File: config.mk
export PLATFORM = sky130hd
export DESIGN_NAME = dmem_lsu_flat
export DESIGN_NICKNAME = d
export VERILOG_FILES = /design/src/rtl/dmem_lsu_if.sv /design/src/rtl/dmem_lsu.sv /design/src/flat_wrapper.sv
export SDC_FILE = /design/constraint.sdc
export NUM_CORES = 1
export LEC_CHECK = 0
export BUFFER_PORTS_ARGS = -buffer_cell sky130_fd_sc_hd__buf_2
export CAP_MARGIN = 10
export CORE_MARGIN = 1
export CORE_UTILIZATION = 56
export DETAILED_ROUTE_END_ITERATION = 8
export GPL_TIMING_DRIVEN = 0
export PLACE_DENSITY = 0.87
export SKIP_LAST_GASP = 1
export SYNTH_ARGS = -nofsm -noshare
export SYNTH_HDL_FRONTEND = slang
export SYNTH_SLANG_ARGS = --single-unit
File: constraint.sdc
create_clock -name CLK -period 3.5 [get_ports CLK]
set_clock_uncertainty 0.1 [all_clocks]
set_input_delay 0.7 -clock CLK [delete_from_list [all_inputs] [get_ports CLK]]
set_output_delay 0.7 -clock CLK [all_outputs]
set_load 0.01 [all_outputs]
File: src/rtl/dmem_lsu_if.sv
// ---------------------------------------------------------------------------
// dmem_lsu_if
// Bundles the three buses around the load/store unit:
//   request  : REQ_VALID/REQ_READY handshake plus REQ_WRITE, REQ_SIZE,
//              REQ_UNS, REQ_ADDR, REQ_WDATA
//   response : RESP_VALID/RESP_READY handshake plus RESP_DATA, RESP_ERR
//   memory   : DM_WE, DM_BE, DM_ADDR, DM_WD driven by the unit,
//              DM_RD returned combinationally by the data memory
// modport slave  : the load/store unit's view
// modport master : the surrounding CPU + data memory view
// ---------------------------------------------------------------------------
interface dmem_lsu_if;
  logic        REQ_VALID;
  logic        REQ_READY;
  logic        REQ_WRITE;
  logic [1:0]  REQ_SIZE;
  logic        REQ_UNS;
  logic [31:0] REQ_ADDR;
  logic [31:0] REQ_WDATA;

  logic        RESP_VALID;
  logic        RESP_READY;
  logic [31:0] RESP_DATA;
  logic        RESP_ERR;

  logic        DM_WE;
  logic [3:0]  DM_BE;
  logic [29:0] DM_ADDR;
  logic [31:0] DM_WD;
  logic [31:0] DM_RD;

  modport slave (
    input  REQ_VALID, REQ_WRITE, REQ_SIZE, REQ_UNS, REQ_ADDR, REQ_WDATA,
    output REQ_READY,
    output RESP_VALID, RESP_DATA, RESP_ERR,
    input  RESP_READY,
    output DM_WE, DM_BE, DM_ADDR, DM_WD,
    input  DM_RD
  );

  modport master (
    output REQ_VALID, REQ_WRITE, REQ_SIZE, REQ_UNS, REQ_ADDR, REQ_WDATA,
    input  REQ_READY,
    input  RESP_VALID, RESP_DATA, RESP_ERR,
    output RESP_READY,
    input  DM_WE, DM_BE, DM_ADDR, DM_WD,
    output DM_RD
  );
endinterface

File: src/rtl/dmem_lsu.sv
// ---------------------------------------------------------------------------
// dmem_lsu
// Load/store initiator between the CPU memory stage and a byte-enabled,
// word-addressed data memory. Takes one byte/half/word request at a time,
// drives the memory with lane enables, merges and sign/zero-extends load
// data, and splits word-crossing accesses into two memory cycles.
//
// Ports:
//   CLK   : clock, rising edge
//   RESET : synchronous, active-high reset
//   bus   : dmem_lsu_if.slave (request, response and memory buses)
// Parameters:
//   SPLIT_UNALIGNED : 1 = split word-crossing accesses, 0 = report as error
//   DM_WORDS        : number of implemented memory words
// ---------------------------------------------------------------------------
module dmem_lsu #(
  parameter int SPLIT_UNALIGNED = 1,
  parameter int DM_WORDS        = 64
) (
  input  logic       CLK,
  input  logic       RESET,
  dmem_lsu_if.slave  bus
);

  localparam logic [1:0] IDLE = 2'd0;
  localparam logic [1:0] ACC0 = 2'd1;
  localparam logic [1:0] ACC1 = 2'd2;
  localparam logic [1:0] RESP = 2'd3;

  localparam logic [30:0] DM_WORDS_W = 31'(DM_WORDS);
  localparam bit          SPLIT_EN   = (SPLIT_UNALIGNED != 0);

  logic [1:0]  state;
  logic        r_write;
  logic [1:0]  r_size;
  logic        r_uns;
  logic [1:0]  r_offset;
  logic [29:0] r_word;
  logic [31:0] r_wdata;
  logic        r_err;
  logic        r_cross;
  logic [31:0] merge_buf;

  logic [1:0]  req_offset;
  logic [29:0] req_word;
  logic [29:0] req_word_next;
  logic [2:0]  req_bytes;
  logic        req_cross;
  logic        req_err;

  logic [3:0]  size_mask;
  logic [7:0]  lane_span;
  logic [63:0] wd_dbl;
  logic [63:0] rd_dbl;
  logic [31:0] rd_rot;
  logic [31:0] load_result;
  logic [31:0] merge_next;

  logic        mem_we;
  logic [3:0]  mem_be;
  logic [29:0] mem_addr;

  // Classify the incoming request: offset, size, word-crossing and the
  // sticky error decision are all taken from the raw request fields.
  always_comb begin
    req_offset    = bus.REQ_ADDR[1:0];
    req_word      = bus.REQ_ADDR[31:2];
    req_word_next = req_word + 30'd1;
    case (bus.REQ_SIZE)
      2'd0:    req_bytes = 3'd1;
      2'd1:    req_bytes = 3'd2;
      default: req_bytes = 3'd4;
    endcase
    req_cross = (({1'b0, req_offset} + req_bytes) > 3'd4);
    req_err   = (bus.REQ_SIZE == 2'd3)
              || (req_cross && !SPLIT_EN)
              || ({1'b0, req_word} >= DM_WORDS_W)
              || (req_cross && ({1'b0, req_word_next} >= DM_WORDS_W));
  end

  // The lane mask shifted by the offset spans two words: the low nibble
  // are the lanes of the first word, the high nibble those of the second.
  // Write data is rotated so each byte lands on the lane it targets in
  // either word.
  always_comb begin
    case (r_size)
      2'd0:    size_mask = 4'b0001;
      2'd1:    size_mask = 4'b0011;
      default: size_mask = 4'b1111;
    endcase
    lane_span = {4'b0000, size_mask} << r_offset;
    wd_dbl    = {r_wdata, r_wdata} << {r_offset, 3'b000};
  end

  // Memory port drive. RESET suppresses enables combinationally so that a
  // reset landing in the second half of a split store never writes it.
  always_comb begin
    mem_we   = 1'b0;
    mem_be   = 4'b0000;
    mem_addr = r_word;
    case (state)
      ACC0: begin
        if (!r_err) begin
          mem_we = r_write;
          mem_be = lane_span[3:0];
        end
      end
      ACC1: begin
        mem_addr = r_word + 30'd1;
        mem_we   = r_write;
        mem_be   = lane_span[7:4];
      end
      default: begin
        mem_we = 1'b0;
        mem_be = 4'b0000;
      end
    endcase
    if (RESET) begin
      mem_we = 1'b0;
      mem_be = 4'b0000;
    end
  end

  assign bus.DM_WE   = mem_we;
  assign bus.DM_BE   = mem_be;
  assign bus.DM_ADDR = mem_addr;
  assign bus.DM_WD   = wd_dbl[63:32];

  // Replace the enabled lanes of the merge buffer with the read data.
  always_comb begin
    merge_next = merge_buf;
    for (int i = 0; i < 4; i++) begin
      if (mem_be[i]) merge_next[8*i +: 8] = bus.DM_RD[8*i +: 8];
    end
  end

  // Undo the lane rotation, then truncate and extend to the access size.
  always_comb begin
    rd_dbl = {merge_buf, merge_buf} >> {r_offset, 3'b000};
    rd_rot = rd_dbl[31:0];
    case (r_size)
      2'd0:    load_result = r_uns ? {24'h000000, rd_rot[7:0]}
                                   : {{24{rd_rot[7]}}, rd_rot[7:0]};
      2'd1:    load_result = r_uns ? {16'h0000, rd_rot[15:0]}
                                   : {{16{rd_rot[15]}}, rd_rot[15:0]};
      default: load_result = rd_rot;
    endcase
  end

  // Request sequencing: accept in IDLE, one or two memory cycles, then
  // hold the response until it is consumed.
  always_ff @(posedge CLK) begin
    if (RESET) begin
      state     <= IDLE;
      r_write   <= 1'b0;
      r_size    <= 2'd0;
      r_uns     <= 1'b0;
      r_offset  <= 2'd0;
      r_word    <= 30'd0;
      r_wdata   <= 32'd0;
      r_err     <= 1'b0;
      r_cross   <= 1'b0;
      merge_buf <= 32'd0;
    end else begin
      case (state)
        IDLE: begin
          if (bus.REQ_VALID) begin
            r_write   <= bus.REQ_WRITE;
            r_size    <= bus.REQ_SIZE;
            r_uns     <= bus.REQ_UNS;
            r_offset  <= req_offset;
            r_word    <= req_word;
            r_wdata   <= bus.REQ_WDATA;
            r_err     <= req_err;
            r_cross   <= req_cross;
            merge_buf <= 32'd0;
            state     <= ACC0;
          end
        end
        ACC0: begin
          if (!r_write) merge_buf <= merge_next;
          state <= (r_cross && !r_err) ? ACC1 : RESP;
        end
        ACC1: begin
          if (!r_write) merge_buf <= merge_next;
          state <= RESP;
        end
        RESP: begin
          if (bus.RESP_READY) state <= IDLE;
        end
        default: state <= IDLE;
      endcase
    end
  end

  assign bus.REQ_READY  = (state == IDLE);
  assign bus.RESP_VALID = (state == RESP);
  assign bus.RESP_ERR   = (state == RESP) && r_err;
  assign bus.RESP_DATA  = ((state == RESP) && !r_err && !r_write) ? load_result : 32'd0;

endmodule

File: src/flat_wrapper.sv
// flat-port wrapper written by rule: the top's interface ports become plain ports
module dmem_lsu_flat 
#(
  parameter int SPLIT_UNALIGNED = 1,
  parameter int DM_WORDS        = 64
)
  (CLK, RESET, bus_REQ_VALID, bus_REQ_WRITE, bus_REQ_SIZE, bus_REQ_UNS, bus_REQ_ADDR, bus_REQ_WDATA, bus_REQ_READY, bus_RESP_VALID, bus_RESP_DATA, bus_RESP_ERR, bus_RESP_READY, bus_DM_WE, bus_DM_BE, bus_DM_ADDR, bus_DM_WD, bus_DM_RD);
  dmem_lsu_if bus_i ();
  input  logic CLK;
  input  logic RESET;
  input wire logic [$bits(bus_i.REQ_VALID)-1:0] bus_REQ_VALID;
  input wire logic [$bits(bus_i.REQ_WRITE)-1:0] bus_REQ_WRITE;
  input wire logic [$bits(bus_i.REQ_SIZE)-1:0] bus_REQ_SIZE;
  input wire logic [$bits(bus_i.REQ_UNS)-1:0] bus_REQ_UNS;
  input wire logic [$bits(bus_i.REQ_ADDR)-1:0] bus_REQ_ADDR;
  input wire logic [$bits(bus_i.REQ_WDATA)-1:0] bus_REQ_WDATA;
  output wire logic [$bits(bus_i.REQ_READY)-1:0] bus_REQ_READY;
  output wire logic [$bits(bus_i.RESP_VALID)-1:0] bus_RESP_VALID;
  output wire logic [$bits(bus_i.RESP_DATA)-1:0] bus_RESP_DATA;
  output wire logic [$bits(bus_i.RESP_ERR)-1:0] bus_RESP_ERR;
  input wire logic [$bits(bus_i.RESP_READY)-1:0] bus_RESP_READY;
  output wire logic [$bits(bus_i.DM_WE)-1:0] bus_DM_WE;
  output wire logic [$bits(bus_i.DM_BE)-1:0] bus_DM_BE;
  output wire logic [$bits(bus_i.DM_ADDR)-1:0] bus_DM_ADDR;
  output wire logic [$bits(bus_i.DM_WD)-1:0] bus_DM_WD;
  input wire logic [$bits(bus_i.DM_RD)-1:0] bus_DM_RD;
  assign bus_i.REQ_VALID = bus_REQ_VALID;
  assign bus_i.REQ_WRITE = bus_REQ_WRITE;
  assign bus_i.REQ_SIZE = bus_REQ_SIZE;
  assign bus_i.REQ_UNS = bus_REQ_UNS;
  assign bus_i.REQ_ADDR = bus_REQ_ADDR;
  assign bus_i.REQ_WDATA = bus_REQ_WDATA;
  assign bus_REQ_READY = bus_i.REQ_READY;
  assign bus_RESP_VALID = bus_i.RESP_VALID;
  assign bus_RESP_DATA = bus_i.RESP_DATA;
  assign bus_RESP_ERR = bus_i.RESP_ERR;
  assign bus_i.RESP_READY = bus_RESP_READY;
  assign bus_DM_WE = bus_i.DM_WE;
  assign bus_DM_BE = bus_i.DM_BE;
  assign bus_DM_ADDR = bus_i.DM_ADDR;
  assign bus_DM_WD = bus_i.DM_WD;
  assign bus_i.DM_RD = bus_DM_RD;
  dmem_lsu #(.SPLIT_UNALIGNED(SPLIT_UNALIGNED), .DM_WORDS(DM_WORDS)) u_core (.CLK(CLK), .RESET(RESET), .bus(bus_i));
endmodule
==> results of run 1 <==
per-stage QoR:
stage,utilization,worst slack (ns)
2_1_floorplan,-,0.966
5_1_grt,0.721,0.0250
4_1_cts,0.721,0.0451
3_5_place_dp,0.694,0.427
3_3_place_gp,0.694,0.430
6_report,0.722,0.147
flip-flops by register name (all words and copies together), names as in the netlist:
register and cells:
u_core.r_wdata 32, u_core.r_err 1, u_core.r_offset 2, u_core.r_cross 1
u_core.r_word 30, u_core.r_write 1, u_core.r_size 2, u_core.state 2
u_core.r_uns 1, u_core.merge_buf 32
timing repair:
item / in CTS / in global routing
resized for setup: 0 / 2
hold buffers: 0 / 0
setup endpoints to repair: 0 / 11
final cells by class:
class / instances / area share
Multi-Input combinational cell: 548 / 0.509
Sequential cell: 104 / 0.262
Timing Repair Buffer: 205 / 0.129
Buffer: 52 / 0.0319
Clock buffer: 10 / 0.0288
Tap cell: 140 / 0.0220
Clock inverter: 6 / 0.00927
Inverter: 18 / 0.00849
Antenna cell: 1 / 0.000314
logic make-up after synthesis:
| group | share of synthesized area |
|---|---|
| xor gates and xnor gates | 0.0421 |
| and+or+nand+nor | 0.199 |
| adders and majority gates | 0.0147 |
| AOI/OAI and AO/OA | 0.165 |
| buffers and inverters | 0.0496 |
| muxes | 0.207 |
| DFF | 0.323 |
routing by layer:
metal  up-vias  part of all wire
met1      3106              0.37
met3        82              0.11
met2       452              0.48
met5         -                 0
li1       3057                 -
met4         0             0.037
cell usage in the layout (no fill, tap or decap), types with 6 or more instances in the layout:
cell,instances
a21oi_1,98
a22o_1,24
and3_1,14
and4_1,6
buf_2,215
buf_4,10
clkbuf_1,29
clkbuf_16,9
dfxtp_1,104
ha_1,6
inv_1,18
mux2_2,11
mux2i_1,12
mux4_2,46
nand2_1,160
nand3_1,29
nand4_1,10
nor2_1,21
o211ai_1,9
o21ai_0,12
o21ai_2,10
xnor2_1,25
xor2_1,6
critical path, stage by stage (launching register included):
cell and delay [ns]:
dfxtp_1 0.39, buf_4 0.21, buf_2 0.31, buf_2 0.35, buf_2 0.35, o21ai_0 0.16
o21ai_0 0.25, buf_2 0.18
where the power goes:
part / internal [mW] / switching [mW]
logic: 0.724 / 1.09
clock network: 0.568 / 0.483
registers: 1.36 / 0.224
worst max path at each step:
stage | from | to | slack [ns] | cells past startpoint
after floorplan | u_core.state[1]$_SDFFE_PP0P_ | bus_RESP_DATA[21] | 0.97 | 6
after global placement | u_core.state[1]$_SDFFE_PP0P_ | bus_RESP_DATA[24] | 0.43 | 7
after detailed placement | u_core.state[1]$_SDFFE_PP0P_ | bus_RESP_DATA[24] | 0.43 | 7
after CTS | u_core.state[1]$_SDFFE_PP0P_ | bus_RESP_DATA[24] | 0.05 | 7
after global routing | u_core.r_offset[0]$_SDFFE_PP0P_ | bus_RESP_DATA[27] | 0.02 | 8
final | u_core.r_offset[0]$_SDFFE_PP0P_ | bus_RESP_DATA[31] | 0.15 | 7
==> key figures, run 1 <==
Timing
  – Final-report setup violation count: 0
  – Fin crit period: 3.35 ns
  – RSZ-0062 raised after global routing: false
  – TNS Setup: 0 ns
  – Slew HR: 0.263
  – Final Hold Viols: 0
  – Final worst path period share: 0.958
  – Worst hold slack: 0.364 ns
  – Final Slew Violations: 0
  – Worst slew pin tran: 1.10 ns
  – Fmax: 298 MHz

Global routing
  – GRT Total Usage: 0.346
  – GR Util met3: 0.0865
  – Vias in the first global route: 6287
  – Met2 Use GR: 0.569
  – Initial antenna violation count: 0
  – Largest net degree at the start of global routing: 19
  – GR Overflow Total: 0
  – First-pass GRT wire length: 31400 um
  – Most Crowded Layer GR: met2
  – Met1 usage: 0.424

Layout
  – Area taken by flip-flops and latches: 2080 um2
  – Finished Layout Cells: 1084
  – Share of layout cells above drive strength 1: 0.341
  – Layout filler cell count: 886
  – Area of the multi-input gates: 4050 um2
  – Fin nets: 1049
  – Design area: 7960 um2
  – Area grow syn2layout: 23.4%

Floorplan
  – I/O pins: 206
  – DIE AREA: 12000 um2
  – Starting density of the core: 0.585
  – Row count: 38
  – Die span in y: 109 um
  – Core Area: 11000 um2
  – Die W: 109 um

Worst setup path
  – CP endpoint kind: output pin
  – R2R Setup Slk: 0.90 ns
  – CP startpoint kind: flop
  – Capture point of the worst reg-to-reg path: u_core.merge_buf[2]$_SDFFE_PP0P_
  – RR Startpoint: u_core.state[0]$_SDFFE_PP0P_
  – CP Data Required Time: 2.70 ns
  – CP Max Fanout: 10
  – CP Data Arrival Time: 2.55 ns
  – FF-to-FF path depth: 8
  – Critical path type: reg -> out

Synth
  – Post-synth EDFFs: 0
  – Most area-consuming cells after synthesis: dfxtp_1 (32%), mux4_2 (16%), nand2_1 (9.3%)
  – Main synth FF type: dfxtp_1
  – Syn_nets: 833
  – Top cell type's share of synthesized area: 0.323
  – Syn avg cell area: 8.94 um2
  – Mapped Area: 6450 um2
  – Cells after synthesis: 722
  – #FFs+latches synth: 104
  – Async set-reset flop share out of synthesis: 0
  – Most common cell in the netlist: nand2_1
  – Yosys top cell by area: dfxtp_1
  – Yosys Warn Count: 0
  – Post-synthesis sequential area ratio: 0.323
  – Synth cell count leaders: nand2_1 (160), dfxtp_1 (104), a21oi_1 (98)
  – Unique cell type count in the Yosys netlist: 55

Hold path
  – Hold Path Origin: u_core.r_cross$_SDFFE_PP0P_
  – Worst min path class: reg -> reg
  – Worst Hold Endpoint: u_core.r_cross$_SDFFE_PP0P_
  – Hold Crit Depth: 2

Pwr
  – Total chip power: 4.45 mW
  – Leak: 3.39 nW
  – Power per standard cell area: 559 nW/um2
  – Max VDD drop: 0.406 mV

Route
  – Post-route DRC: 0
  – Drt wl/cell: 18.9 um
  – Initial drt markers: 634
  – Vias: 6697
  – Antenna viol nets, final: 0
  – Number of vias per cell: 6.18
  – Routed WL: 20400 um
  – 1st-pass router iterations: 6

Place
  – Placed Cells: 1067
  – Buffers on Ports: 205
  – Global placer's final weighted congestion: 0.954
  – Placed instance area: 7650 um2
  – HPWL Detailed: 15100 um

Clocking
  – Clk slew on worst S/H paths: 0.07 ns
  – Clk buf depth: 2
  – CTS root buf: clkbuf_16
  – CTS Sinks: 104
  – CTS Buf Count: 9
  – Htree depth: 3
  – TritonCTS clock tree: yes
  – Later-pin clock latency in the skew report: 0.35 ns
  – Post-CTS Setup Bufs: 0

Flow run
  – Max Cap Viol: 0

Outcome
  – Status: finished, final reports clean
Note: power is estimated with default switching activity, not from simulation.
==> run 2, diff against run 1 <==
--- a/config.mk
+++ b/config.mk
@@ -7,11 +7,11 @@
 export LEC_CHECK = 0
 export BUFFER_PORTS_ARGS = -buffer_cell sky130_fd_sc_hd__buf_2
 export CAP_MARGIN = 10
-export CORE_MARGIN = 1
 export CORE_UTILIZATION = 56
 export DETAILED_ROUTE_END_ITERATION = 8
 export GPL_TIMING_DRIVEN = 0
 export PLACE_DENSITY = 0.87
+export RECOVER_POWER = 100
 export SKIP_LAST_GASP = 1
 export SYNTH_ARGS = -nofsm -noshare
 export SYNTH_HDL_FRONTEND = slang
==> constraint.sdc (replaced) <==
create_clock -name CLK -period 3.5 [get_ports CLK]
set_clock_uncertainty 0.1 [all_clocks]
set_input_delay 0.7 -clock CLK [delete_from_list [all_inputs] [get_ports CLK]]
set_output_delay 0.7 -clock CLK [all_outputs]
set_load 0.02 [all_outputs]
==> run 2 against run 1 <==
Against the previous run:
- the flow now finishes with violations (max-capacitance violations, max-slew violations)
- sequential share of layout area up 0.38 points
- sequential cell count unchanged
- first-iteration DRC count up 0.79%
- via count down 0.18%
- core utilization down 1.0 points
- wire length up 0.43%
- register-to-register slack worse by 0.49 ns
- critical path depth unchanged
- fmax down 1.4%
- critical endpoint unchanged
- non-clock buffer count unchanged
- power up 2.1%
==> key figures, run 2 (synthesis gave the netlist of run 1 again) <==
Outcome
  – Status: finished, violations left
  – Failing checks: max-capacitance violations, max-slew violations

Global routing
  – Vias in the first global route: 6279 (-0.13%)
  – GRT Total Usage: 0.346 (unchanged)
  – Largest net degree at the start of global routing: 19 (unchanged)
  – GR Overflow Total: 0 (unchanged)
  – First-pass GRT wire length: 31400 um (about the same)
  – Initial antenna violation count: 0 (unchanged)

Layout
  – Most frequent cells in the layout: nand2_1 (160), buf_2 (132), dfxtp_1 (104)
  – Area grow syn2layout: 21.6%
  – Fin nets: 1049 (unchanged)
  – Commonest non-fill, non-tap cell in the layout: nand2_1
  – Design area: 7850 um2 (-1.4%)
  – Top flop regs: u_core.merge_buf x32, u_core.r_wdata x32, u_core.r_word x30
  – Share of layout cells above drive strength 1: 0.259 (-0.0827)

Timing
  – Slew HR: -0.281 (-0.544)
  – TNS Setup: 0 ns (unchanged)
  – RSZ-0062 raised after global routing: false
  – Fin crit period: 3.40 ns (+0.0488 ns)
  – Final Hold Viols: 0 (unchanged)
  – Final-report setup violation count: 0 (unchanged)
  – Worst slew pin tran: 1.90 ns (+0.807 ns)
  – Final Slew Violations: 18 (+18)
  – Fmax: 294 MHz (-1.4%)
  – Final worst path period share: 0.972 (+0.0139)

Route
  – Vias: 6685 (-0.18%)
  – Drt wl/cell: 18.9 um (+0.43%)
  – Routed WL: 20500 um (+0.43%)
  – Post-route DRC: 0 (unchanged)
  – Number of vias per cell: 6.17 (-0.18%)
  – Antenna viol nets, final: 0 (unchanged)
  – 1st-pass router iterations: 5 (-1)
  – Initial drt markers: 639 (+0.79%)

Clocking
  – TritonCTS clock tree: yes
  – CTS root buf: clkbuf_16
  – Clk slew on worst S/H paths: 0.07 ns (about the same)
  – CTS Sinks: 104 (unchanged)
  – Post-CTS Setup Bufs: 0 (unchanged)
  – Htree depth: 3 (unchanged)
  – Later-pin clock latency in the skew report: 0.35 ns (about the same)
  – Clk buf depth: 2 (unchanged)
  – Hold-fix buffer count after cts: 0 (unchanged)
  – CTS Buf Count: 9 (unchanged)
  – Post-CTS resize count: 0 (unchanged)

Pwr
  – Max VDD drop: 0.413 mV (+1.7%)
  – Leak: 3.07 nW (-9.2%)
  – Power per standard cell area: 579 nW/um2 (+3.6%)

Place
  – Global placer's final weighted congestion: 0.954 (unchanged)
  – HPWL Detailed: 15100 um (unchanged)
  – Buffers on Ports: 205 (unchanged)
  – Placed instance area: 7650 um2 (unchanged)

Worst setup path
  – Critical path type: reg -> out
  – CP endpoint kind: output pin
  – CP Max Fanout: 10 (unchanged)
  – CP Data Arrival Time: 2.60 ns (+0.05 ns)
  – CP startpoint kind: flop
  – CP Data Required Time: 2.70 ns (about the same)

Floorplan
  – Core Area: 11000 um2 (unchanged)
  – I/O pins: 206 (unchanged)
  – DIE AREA: 12000 um2 (unchanged)
  – Die W: 109 um (unchanged)
  – Die span in y: 109 um (unchanged)
  – Starting density of the core: 0.585 (unchanged)
  – Row count: 38 (unchanged)

Flow run
  – Max Cap Viol: 2 (+2)

Hold path
  – Worst min path class: reg -> reg
-- run 2: worst max-delay path, stage by stage (launching register included) --
cell      delay (ns)
dfxtp_1         0.40
buf_4           0.22
buf_2           0.31
buf_2           0.35
buf_2           0.34
o21ai_0         0.16
o21ai_0         0.26
clkbuf_2        0.22
-- run 2: per-layer routing --
| metal | vias to the layer above | GRT usage | wire, um |
|---|---|---|---|
| li1 | 3064 | - | - |
| met1 | 3110 | 0.423 | 7930 |
| met2 | 429 | 0.569 | 9700 |
| met3 | 82 | 0.0865 | 2100 |
| met4 | 0 | 0.169 | 804 |
| met5 | - | 0 | 0 |
-- run 2: final timing paths --
kind | depth (start not counted) | end | slack, ns | from
setup / recovery | 7 | bus_RESP_DATA[31] | 0.1 | u_core.r_offset[0]$_SDFFE_PP0P_
hold / removal | 2 | u_core.r_cross$_SDFFE_PP0P_ | 0.36 | u_core.r_cross$_SDFFE_PP0P_
setup reg to reg | 7 | u_core.merge_buf[10]$_SDFFE_PP0P_ | 0.41 | u_core.state[0]$_SDFFE_PP0P_
hold reg to reg | 2 | u_core.r_cross$_SDFFE_PP0P_ | 0.36 | u_core.r_cross$_SDFFE_PP0P_
-- run 2: where the power goes --
group	switching, mW	total, mW	leakage, nW	internal, mW
clock network	0.486	1.05	0.148	0.568
registers	0.223	1.58	0.848	1.36
logic	1.23	1.91	2.08	0.679
-- run 2: through the flow --
stage	util	power (mW)	instances	setup slack [ns]	hold WS, ns
floorplan	-	2.91	722	0.848	0.336
global route	0.711	4.77	1083	0.00420	0.387
detailed placement	0.694	3.53	1067	0.393	0.357
finish	0.711	4.54	1084	0.0984	0.364
CTS	0.721	4.56	1083	0.0118	0.366
global placement	0.694	3.47	1067	0.397	0.349
-- run 2: area by class of cell --
class	count	area (um2)
flip-flops and latches	104	2080
fillers	942	3180
multi-input cells	548	4030
plain buffers	52	249
inverters	18	67.6
clock inverters	6	73.8
clock buffers	10	229
well taps	140	175
repair buffers	205	933
diodes	1	2.50
